## src/rtl/store_buffer.sv

```systemverilog
// store_buffer: in-order store queue between EX/MEM and data memory, with
// youngest-match load forwarding so the MEM stage never reads stale data.
module store_buffer #(
    parameter int unsigned DATA_WIDTH = 32,
    parameter int unsigned ADDR_WIDTH = 32,
    parameter int unsigned DEPTH      = 4
) (
    input  logic                      clk,
    input  logic                      rst,
    input  logic                      memwrite_m,
    input  logic                      memread_m,
    input  logic [ADDR_WIDTH-1:0]     addr_m,
    input  logic [DATA_WIDTH-1:0]     wdata_m,
    input  logic                      mem_busy,
    output logic                      stall_m,
    output logic                      fwd_hit_m,
    output logic [DATA_WIDTH-1:0]     fwd_data_m,
    output logic                      mem_we,
    output logic [ADDR_WIDTH-1:0]     mem_addr,
    output logic [DATA_WIDTH-1:0]     mem_wdata,
    output logic [$clog2(DEPTH):0]    count,
    output logic                      empty
);

    localparam int unsigned PTR_W = $clog2(DEPTH);
    localparam int unsigned CNT_W = PTR_W + 1;
    localparam logic [CNT_W-1:0] FULL_CNT = CNT_W'(DEPTH);

    logic [ADDR_WIDTH-1:0] ent_addr [DEPTH];
    logic [DATA_WIDTH-1:0] ent_data [DEPTH];
    logic [DEPTH-1:0]      ent_valid;
    logic [PTR_W-1:0]      wr_ptr;
    logic [PTR_W-1:0]      rd_ptr;
    logic [CNT_W-1:0]      count_next;
    logic                  full;
    logic                  store_req;
    logic                  do_push;
    logic                  do_pop;

    // Push/drain decisions and memory port arbitration; a load owns the port.
    always_comb begin
        full      = (count == FULL_CNT);
        store_req = memwrite_m & ~memread_m;
        stall_m   = ~rst & store_req & full;
        do_push   = ~rst & store_req & ~full;
        do_pop    = ~rst & ~memread_m & ~mem_busy & (count != '0);
        mem_we    = do_pop;
        mem_addr  = do_pop ? ent_addr[rd_ptr] : addr_m;
        mem_wdata = (count != '0) ? ent_data[rd_ptr] : '0;
        unique case ({do_push, do_pop})
            2'b10:   count_next = count + CNT_W'(1);
            2'b01:   count_next = count - CNT_W'(1);
            default: count_next = count;
        endcase
    end

    // Youngest-first search: walk backwards from wr_ptr in wrap order.
    always_comb begin
        logic             found;
        logic [PTR_W-1:0] idx;
        found      = 1'b0;
        idx        = '0;
        fwd_data_m = '0;
        if (memread_m && !rst) begin
            for (int k = 0; k < int'(DEPTH); k++) begin
                idx = wr_ptr - PTR_W'(k + 1);
                if (!found && ent_valid[idx] && (ent_addr[idx] == addr_m)) begin
                    found      = 1'b1;
                    fwd_data_m = ent_data[idx];
                end
            end
        end
        fwd_hit_m = found;
    end

    // Queue state; reset discards pending stores without draining them.
    always_ff @(posedge clk) begin
        if (rst) begin
            wr_ptr    <= '0;
            rd_ptr    <= '0;
            count     <= '0;
            empty     <= 1'b1;
            ent_valid <= '0;
        end else begin
            if (do_push) begin
                ent_addr[wr_ptr]  <= addr_m;
                ent_data[wr_ptr]  <= wdata_m;
                ent_valid[wr_ptr] <= 1'b1;
                wr_ptr            <= wr_ptr + PTR_W'(1);
            end
            if (do_pop) begin
                ent_valid[rd_ptr] <= 1'b0;
                rd_ptr            <= rd_ptr + PTR_W'(1);
            end
            count <= count_next;
            empty <= (count_next == '0);
        end
    end

endmodule
```

## config.mk

```make
export PLATFORM = sky130hd
export DESIGN_NAME = store_buffer
export DESIGN_NICKNAME = d
export VERILOG_FILES = /design/src/rtl/store_buffer.sv
export SDC_FILE = /design/constraint.sdc
export NUM_CORES = 1
export LEC_CHECK = 0
export BUFFER_PORTS_ARGS = -buffer_cell sky130_fd_sc_hd__buf_4
export CELL_PAD_IN_SITES_DETAIL_PLACEMENT = 1
export CELL_PAD_IN_SITES_GLOBAL_PLACEMENT = 1
export CORE_MARGIN = 2
export CORE_UTILIZATION = 51
export CTS_CLUSTER_SIZE = 8
export DETAILED_ROUTE_END_ITERATION = 8
export GPL_TIMING_DRIVEN = 1
export PLACE_DENSITY_LB_ADDON = 0.05
export SLEW_MARGIN = 20
export SYNTH_ARGS = -nofsm -noshare
export SYNTH_HDL_FRONTEND = slang
export SYNTH_SLANG_ARGS = --single-unit
```

## constraint.sdc

```tcl
create_clock -name clk -period 6.6 [get_ports clk]
set_input_delay 0.33 -clock clk [delete_from_list [all_inputs] [get_ports clk]]
set_output_delay 0.33 -clock clk [all_outputs]
set_load 0.005 [all_outputs]
```

==> metrics.md, run 1 <==
| Metric | Value |
|---|---|
| I/O Buffers | 171 |
| Gate Count Post-Synth | 1,386 |
| Critical path's slowest cell | ha_4 |
| Post-synth ARST share | 0 |
| Max Cap Violations | 0 |
| WS Path Type | reg2out |
| Setup violators final | 0 |
| Placer Congestion | 0.869 |
| Pleak | 6.97 nW |
| Placed cells | 1,959 |
| Netlist cell types | just under 60 |
| DRT iter0 DRCs | 1,471 |
| HPWL after DPL | around 39,000 um |
| CTS HTree Levels | 2 |
| Worst slack, placed | 1.09 ns |
| Largest net degree at the start of global routing | 104 |
| Syn avg cell area | approximately 14 um2 |
| CP startpoint kind | register |
| Via density | approximately 7 |
| Syn. warnings | 0 |
| CTS tree | built |
| Outcome | finished clean |
| RSZ-0062 raised after global routing | false |
| Clock sinks | 272 |
| Mapped cell area | 19,900 um2 |
| CP most frequent cell | buf_4 |
| Drt drc | 0 |
| Initial antenna violation count | 3 |
| Most common cell after layout, fill and taps aside | mux4_2 |
| Flops & latches, synth | between 200 and 300 |
| Initial Utilization | 0.516 |
| Slew @ Worst Pin | approximately 0.99 ns |
| Fin Clk Skew | ~0.019 ns |
| Clk buf depth | 3 |
| Placed inst area | between 20,000 and 25,000 um2 |
| Tcrit/Tclk final | 0.932 |
| Cell Rows | 72 |
| Detailed Routing Iterations Pass 1 | 6 |
| CP arrival | 5.82 ns |
| Filler instances | 3,589 |
| Final wirelength | 61,700 um |
| Synth area leaders | edfxtp_1 (39%), mux4_2 (32%), mux2i_1 (3.5%) |
| Post-DRT Antenna Nets | 0 |
| Area grow syn2layout | 15.2% |
| Core region area | 38,600 um2 |
| Most frequent cells in the layout | mux4_2 (284), edfxtp_1 (256), buf_4 (199), xnor2_1 (80), mux2i_1 (70) |
| Worst hold slack | 0.0339 ns |
| Worst hold-check path type | in2reg |
| Grt total ovfl | 0 |
| CP peak stage delay | 0.77 ns |
| Die area | 40,700 um2 |
| Die H | 202 um |
| Final nets | 1,594 |
| Rel. slew slack | 0.341 |
| First-pass GRT wire length | 93,700 um |
| Total number of vias | about 14,000 |
| Post-cts sizing count | 0 |
| Cell family contributing the most delay on the critical path | simple AND/OR/NAND/NOR gates |
| Post-synth top flop | edfxtp_1 |
| Fin Setup TNS | 0 ns |
| GRT Total Usage | 0.307 |
| Critical path, cell by cell | inv_1 > buf_4 > ha_4 > buf_4 > mux2i_1 > o22ai_1 > o21ai_0 > nand2_1 > nor4_1 > nand4_1 > buf_4 > and2_1 > a32oi_1 > a31oi_1 > buf_4 |
| # IOs | 172 |
| Worst setup margin | 0.448 ns |
| Crit path required time | 6.27 ns |
| Fin cells | 2,051 |
| Final Hold Fails | 0 |
| Clock-pin slew on the worst setup and hold paths | 0.05 ns |
| Final Total Pwr | about 4.5 mW |
| Fraction of layout cells with a size suffix above 1 | 0.375 |
| CTS Buf Count | 40 |
| Final instance area | 23,000 um2 |
| Avg WL per Cell | 30.1 um |
| Clk Latency, worst-skew pair | between 0.5 and 0.6 ns |
| Seq/Total Area, Yosys | 0.402 |
| Top cell type's share of synthesized area | 0.386 |
| CP endpoint kind | primary output |
| Pwr Density | 195 nW/um2 |
| Buf/Inv on CP | 5 |
| Die width | about 200 um |
| Min cycle time layout | 6.15 ns |
| Area leader, netlist | edfxtp_1 |
| Fin. max-slew vios | 0 |
| Final Core Density | 0.594 |
| Crit-path max FO | 59 |
| Post-synth EDFFs | 256 |
| Vias in the first global route | 14,600 |
| FMAX | 163 MHz |
| Synth Net Count | 1,465 |
| VDD IR-drop max | 269 uV |
| Clock root buffer master | clkbuf_16 |
-- kinds of logic after synthesis --
| logic type | after synthesis | share of synthesized area |
|---|---|---|
| DFF | 272 | 0.402 |
| xor gates and xnor gates | 107 | 0.0470 |
| buffers and inverters | 165 | 0.0366 |
| muxes | 386 | 0.379 |
| adders and majority gates | 10 | 0.00665 |
| and+or+nand+nor | 285 | 0.0739 |
| AOI/OAI and AO/OA | 161 | 0.0557 |
-- timing repair --
action                     in CTS  in global routing
hold buffers                   32                  0
setup endpoints to repair       0                  0
setup buffers                   0                  0
hold endpoints to repair      128                  0
-- path summary, 6_finish.rpt --
path,from,to,slack [ns],depth (start not counted)
worst min-delay path,addr_m[20],ent_addr[1][20]$_DFFE_PP_,0.03,1
worst min register to register,rd_ptr[1]$_SDFFE_PP0P_,register,0.55,2
worst max-delay path,wr_ptr[0]$_SDFFE_PP0P_,fwd_data_m[21],0.45,15
worst max register to register,count[0]$_SDFF_PP0_,empty$_SDFF_PP1_,3.41,11
-- cell usage after synthesis, types with 2 or more instances --
library cell	n
mux4_2	284
edfxtp_1	256
xnor2_1	80
clkbuf_1	79
mux2i_1	70
nor2_1	60
nand2_1	59
nor2b_1	58
buf_2	39
a31oi_1	33
nand3_1	33
xor2_1	27
mux2_2	26
o21a_1	24
o21ai_0	23
inv_1	20
nand4_1	20
nand2b_1	19
a21oi_1	18
buf_1	17
dfxtp_1	16
nor4_1	10
ha_1	9
o22ai_1	9
a211oi_1	8
a32oi_1	8
and2_1	8
nor3_1	8
a221oi_1	6
buf_4	6
mux4_1	6
o211ai_1	5
a2111oi_0	3
buf_6	3
o221ai_1	3
o2bb2ai_1	3
a221o_1	2
a22o_1	2
o2111ai_1	2
o31a_1	2
o32ai_1	2
or3_1	2
or4_1	2
-- sequential cells by signal (all words and copies together), names as in the netlist, named ones only --
register   flops
count          3
empty          1
ent_addr     128
ent_data     128
ent_valid      4
rd_ptr         2
wr_ptr         2
-- per-layer routing --
metal | up-vias | global-route usage | routed length, um
li1 | 5929 | - | -
met1 | 7500 | 0.434 | 25300
met2 | 694 | 0.478 | 29200
met3 | 103 | 0.0667 | 5620
met4 | 0 | 0.0974 | 1620
met5 | - | 0 | 0
-- power by group --
group          switching (mW)  internal, mW
Combinational           0.332         0.321
Sequential             0.0298          1.91
Clock                   0.776          1.11
-- layout make-up --
type	count	area [um2]	share of cell area
Multi-Input combinational cell	949	11300	0.490
Sequential cell	272	8030	0.350
Timing Repair Buffer	232	1830	0.0799
Clock buffer	53	1060	0.0462
Tap cell	518	648	0.0282
Inverter	20	75.1	0.00327
Clock inverter	4	50.0	0.00218
Antenna cell	3	7.51	0.000327
-- worst register-to-register path, delay by kind of cell (launching register included) --
family          cells  cell delay (ns)
compound gates      1             0.20
xor+xnor            1             0.16
fa+ha+maj           2             0.68
buf+inv             3             0.93
flops               1             0.44
simple gates        4             0.67
Power figures use the tool's default switching activity.
==> run 2, diff against run 1 <==
clock period = 6.78 ns   (was 6.6 ns; I/O delays follow)
==> metrics.md, run 2 (same netlist as run 1, synthesis figures left out) <==
| Metric | Value |
|---|---|
| Avg WL per Cell | 30.6 um (was 30.1 um) |
| Drt drc | 0 (unchanged) |
| Core region area | 38,600 um2 (unchanged) |
| CP startpoint | wr_ptr[0]$_SDFFE_PP0P_ (unchanged) |
| Placed inst area | 21,500 um2 (about the same) |
| Met2 usage | 0.477 (was 0.478) |
| Slew @ Worst Pin | 1.01 ns (was 0.988 ns) |
| CTS HTree Levels | 2 (unchanged) |
| Area grow syn2layout | 15.0% (was 15.2%) |
| Crit path required time | 6.44 ns (was 6.27 ns) |
| Post-DRT Antenna Nets | 0 (unchanged) |
| Max Cap Violations | 0 (unchanged) |
| Fin Setup TNS | 0 ns (unchanged) |
| Initial Utilization | 0.516 (unchanged) |
| Final nets | 1,589 (was 1,594) |
| CP startpoint kind | register (unchanged) |
| DRT iter0 DRCs | 1,412 (was 1,471) |
| Clock sinks | 272 (unchanged) |
| Filler instances | 3,629 (was 3,589) |
| I/O Buffers | 171 (unchanged) |
| Die width | 202 um (unchanged) |
| Tcrit/Tclk final | 0.942 |
| Clk Latency, worst-skew pair | 0.56 ns (was 0.57 ns) |
| Vias in the first global route | 14,700 (was 14,600) |
| Register-to-register setup slack | 3.43 ns (was 3.41 ns) |
| Clk buf depth | 3 (unchanged) |
| Worst hold slack | 0.0470 ns (was 0.0339 ns) |
| Final instance area | 22,900 um2 (was 23,000 um2) |
| First-pass GRT wire length | 95,100 um (was 93,700 um) |
| Total number of vias | 14,200 (about the same) |
| Worst hold-check path type | in2reg (unchanged) |
| Hold Path Stages | 1 (unchanged) |
| Outcome | finished clean (unchanged) |
| Clock-pin slew on the worst setup and hold paths | 0.05 ns (about the same) |
| Worst flop-to-flop path startpoint | wr_ptr[0]$_SDFFE_PP0P_ (was count[0]$_SDFF_PP0_) |
| Most frequent cells in the layout | mux4_2 (284), edfxtp_1 (256), buf_4 (193), xnor2_1 (80), mux2i_1 (70) (was mux4_2 (284), edfxtp_1 (256), buf_4 (199), xnor2_1 (80), mux2i_1 (70)) |
| GRT Total Usage | 0.311 (was 0.307) |
| Detailed Routing Iterations Pass 1 | 5 (was 6) |
| HPWL after DPL | 38,900 um (was 39,100 um) |
| Final Hold Fails | 0 (unchanged) |
| Initial antenna violation count | 3 (unchanged) |
| GR peak layer | met2 (unchanged) |
| CP endpoint kind | primary output (unchanged) |
| Routing usage on met3 | 0.0727 (was 0.0667) |
| Regs by FF count | ent_addr x128, ent_data x128, ent_valid x4 (unchanged) |
| Rel. slew slack | 0.326 (was 0.341) |
| Worst R2R Path Depth | 7 (was 11) |
| Met1 GRT Util | 0.441 (was 0.434) |
| WS Path Type | reg2out (unchanged) |
| Placer Congestion | 0.853 (was 0.869) |
| Grt total ovfl | 0 (unchanged) |
| Fraction of layout cells with a size suffix above 1 | 0.371 (was 0.375) |
| Via density | 6.97 (was 6.94) |
| VDD IR-drop max | 155 uV (was 269 uV) |
| Die area | 40,700 um2 (unchanged) |
| Setup violators final | 0 (unchanged) |
| CTS tree | built (unchanged) |
| CP arrival | 6.05 ns (was 5.82 ns) |
| Min cycle time layout | around 6.4 ns |
| Pleak | 6.94 nW (was 6.97 nW) |
| Most common cell after layout, fill and taps aside | mux4_2 (unchanged) |
| Worst setup path endpoint | fwd_data_m[27] (was fwd_data_m[21]) |
| # IOs | 172 (unchanged) |
| Final wirelength | 62,600 um (was 61,700 um) |
| Clock root buffer master | clkbuf_16 (unchanged) |
| FMAX | 157 MHz |
| RSZ-0062 raised after global routing | false (unchanged) |
| Die H | 202 um (unchanged) |
| CTS Buf Count | 39 (was 40) |
| Largest net degree at the start of global routing | 108 (was 104) |
| Crit-path max FO | 39 (was 59) |
| Pwr Density | 189 nW/um2 (was 195 nW/um2) |
| Cell Rows | 72 (unchanged) |
| Fin Clk Skew | 0.0114 ns (was 0.0191 ns) |
| Fin. max-slew vios | 0 (unchanged) |
## run 2: final cells by class
cell class	instances	area [um2]	area share
flip-flops and latches	272	8030	0.350
well taps	518	648	0.0283
multi-input cells	949	11300	0.491
inverters	20	75.1	0.00328
clock buffers	54	1050	0.0460
repair buffers	228	1830	0.0798
diodes	2	5.00	0.000218
clock inverters	2	25.0	0.00109
## run 2: per-layer routing
| metal | wire length (um) | part of all wire | up-vias |
|---|---|---|---|
| met5 | 16 | 0.00026 | - |
| met4 | 1650 | 0.026 | 2 |
| met2 | 29800 | 0.48 | 700 |
| met3 | 5520 | 0.088 | 100 |
| met1 | 25600 | 0.41 | 7516 |
| li1 | - | - | 5926 |
## run 2: worst max-delay path, cell delays in order (launching register included)
cell and delay [ns]:
dfxtp_4 0.78, inv_1 0.11, buf_4 0.26, ha_4 0.68
buf_4 0.41, mux4_2 0.37, nand2b_1 0.09, nand4_1 0.13
a2111oi_0 0.76, nand4_1 0.18, and4b_1 0.41, buf_4 0.49
nand3_1 0.15, a31oi_1 0.28, o21a_1 0.21, buf_4 0.13
## run 2: worst min-delay path by stage
stage | from | end | slack, ns
5_1_grt | addr_m[20] | ent_addr[0][20]$_DFFE_PP_ | 0.05
3_5_place_dp | wdata_m[23] | ent_data[2][23]$_DFFE_PP_ | 0.54
6_report | addr_m[20] | ent_addr[3][20]$_DFFE_PP_ | 0.05
4_1_cts | addr_m[20] | ent_addr[0][20]$_DFFE_PP_ | 0.03
2_1_floorplan | addr_m[0] | ent_addr[0][0]$_DFFE_PP_ | 0.44
3_3_place_gp | rd_ptr[1]$_SDFFE_PP0P_ | register | 0.52
## run 2: repair_timing
item,in CTS,in global routing
resized for setup,0,0
hold buffers,32,0
buffers inserted,0,1
hold endpoints to repair,128,0
setup endpoints to repair,0,24
## run 2: per-stage QoR
stage          power, mW  setup WS (ns)   util  cells
6_report            4.34          0.390  0.593   2045
5_1_grt             4.45          0.143  0.593   2044
4_1_cts             4.36          0.187  0.592   2042
3_5_place_dp        2.53          0.846  0.556   1954
3_3_place_gp        2.52          0.890  0.556   1954
2_1_floorplan       2.32           1.85      -   1386
## run 2: report_power, final
group | switching [mW] | leakage, nW | internal, mW | total, mW
Combinational | 0.315 | 3.97 | 0.313 | 0.628
Clock | 0.744 | 0.521 | 1.07 | 1.81
Sequential | 0.0378 | 2.45 | 1.86 | 1.90
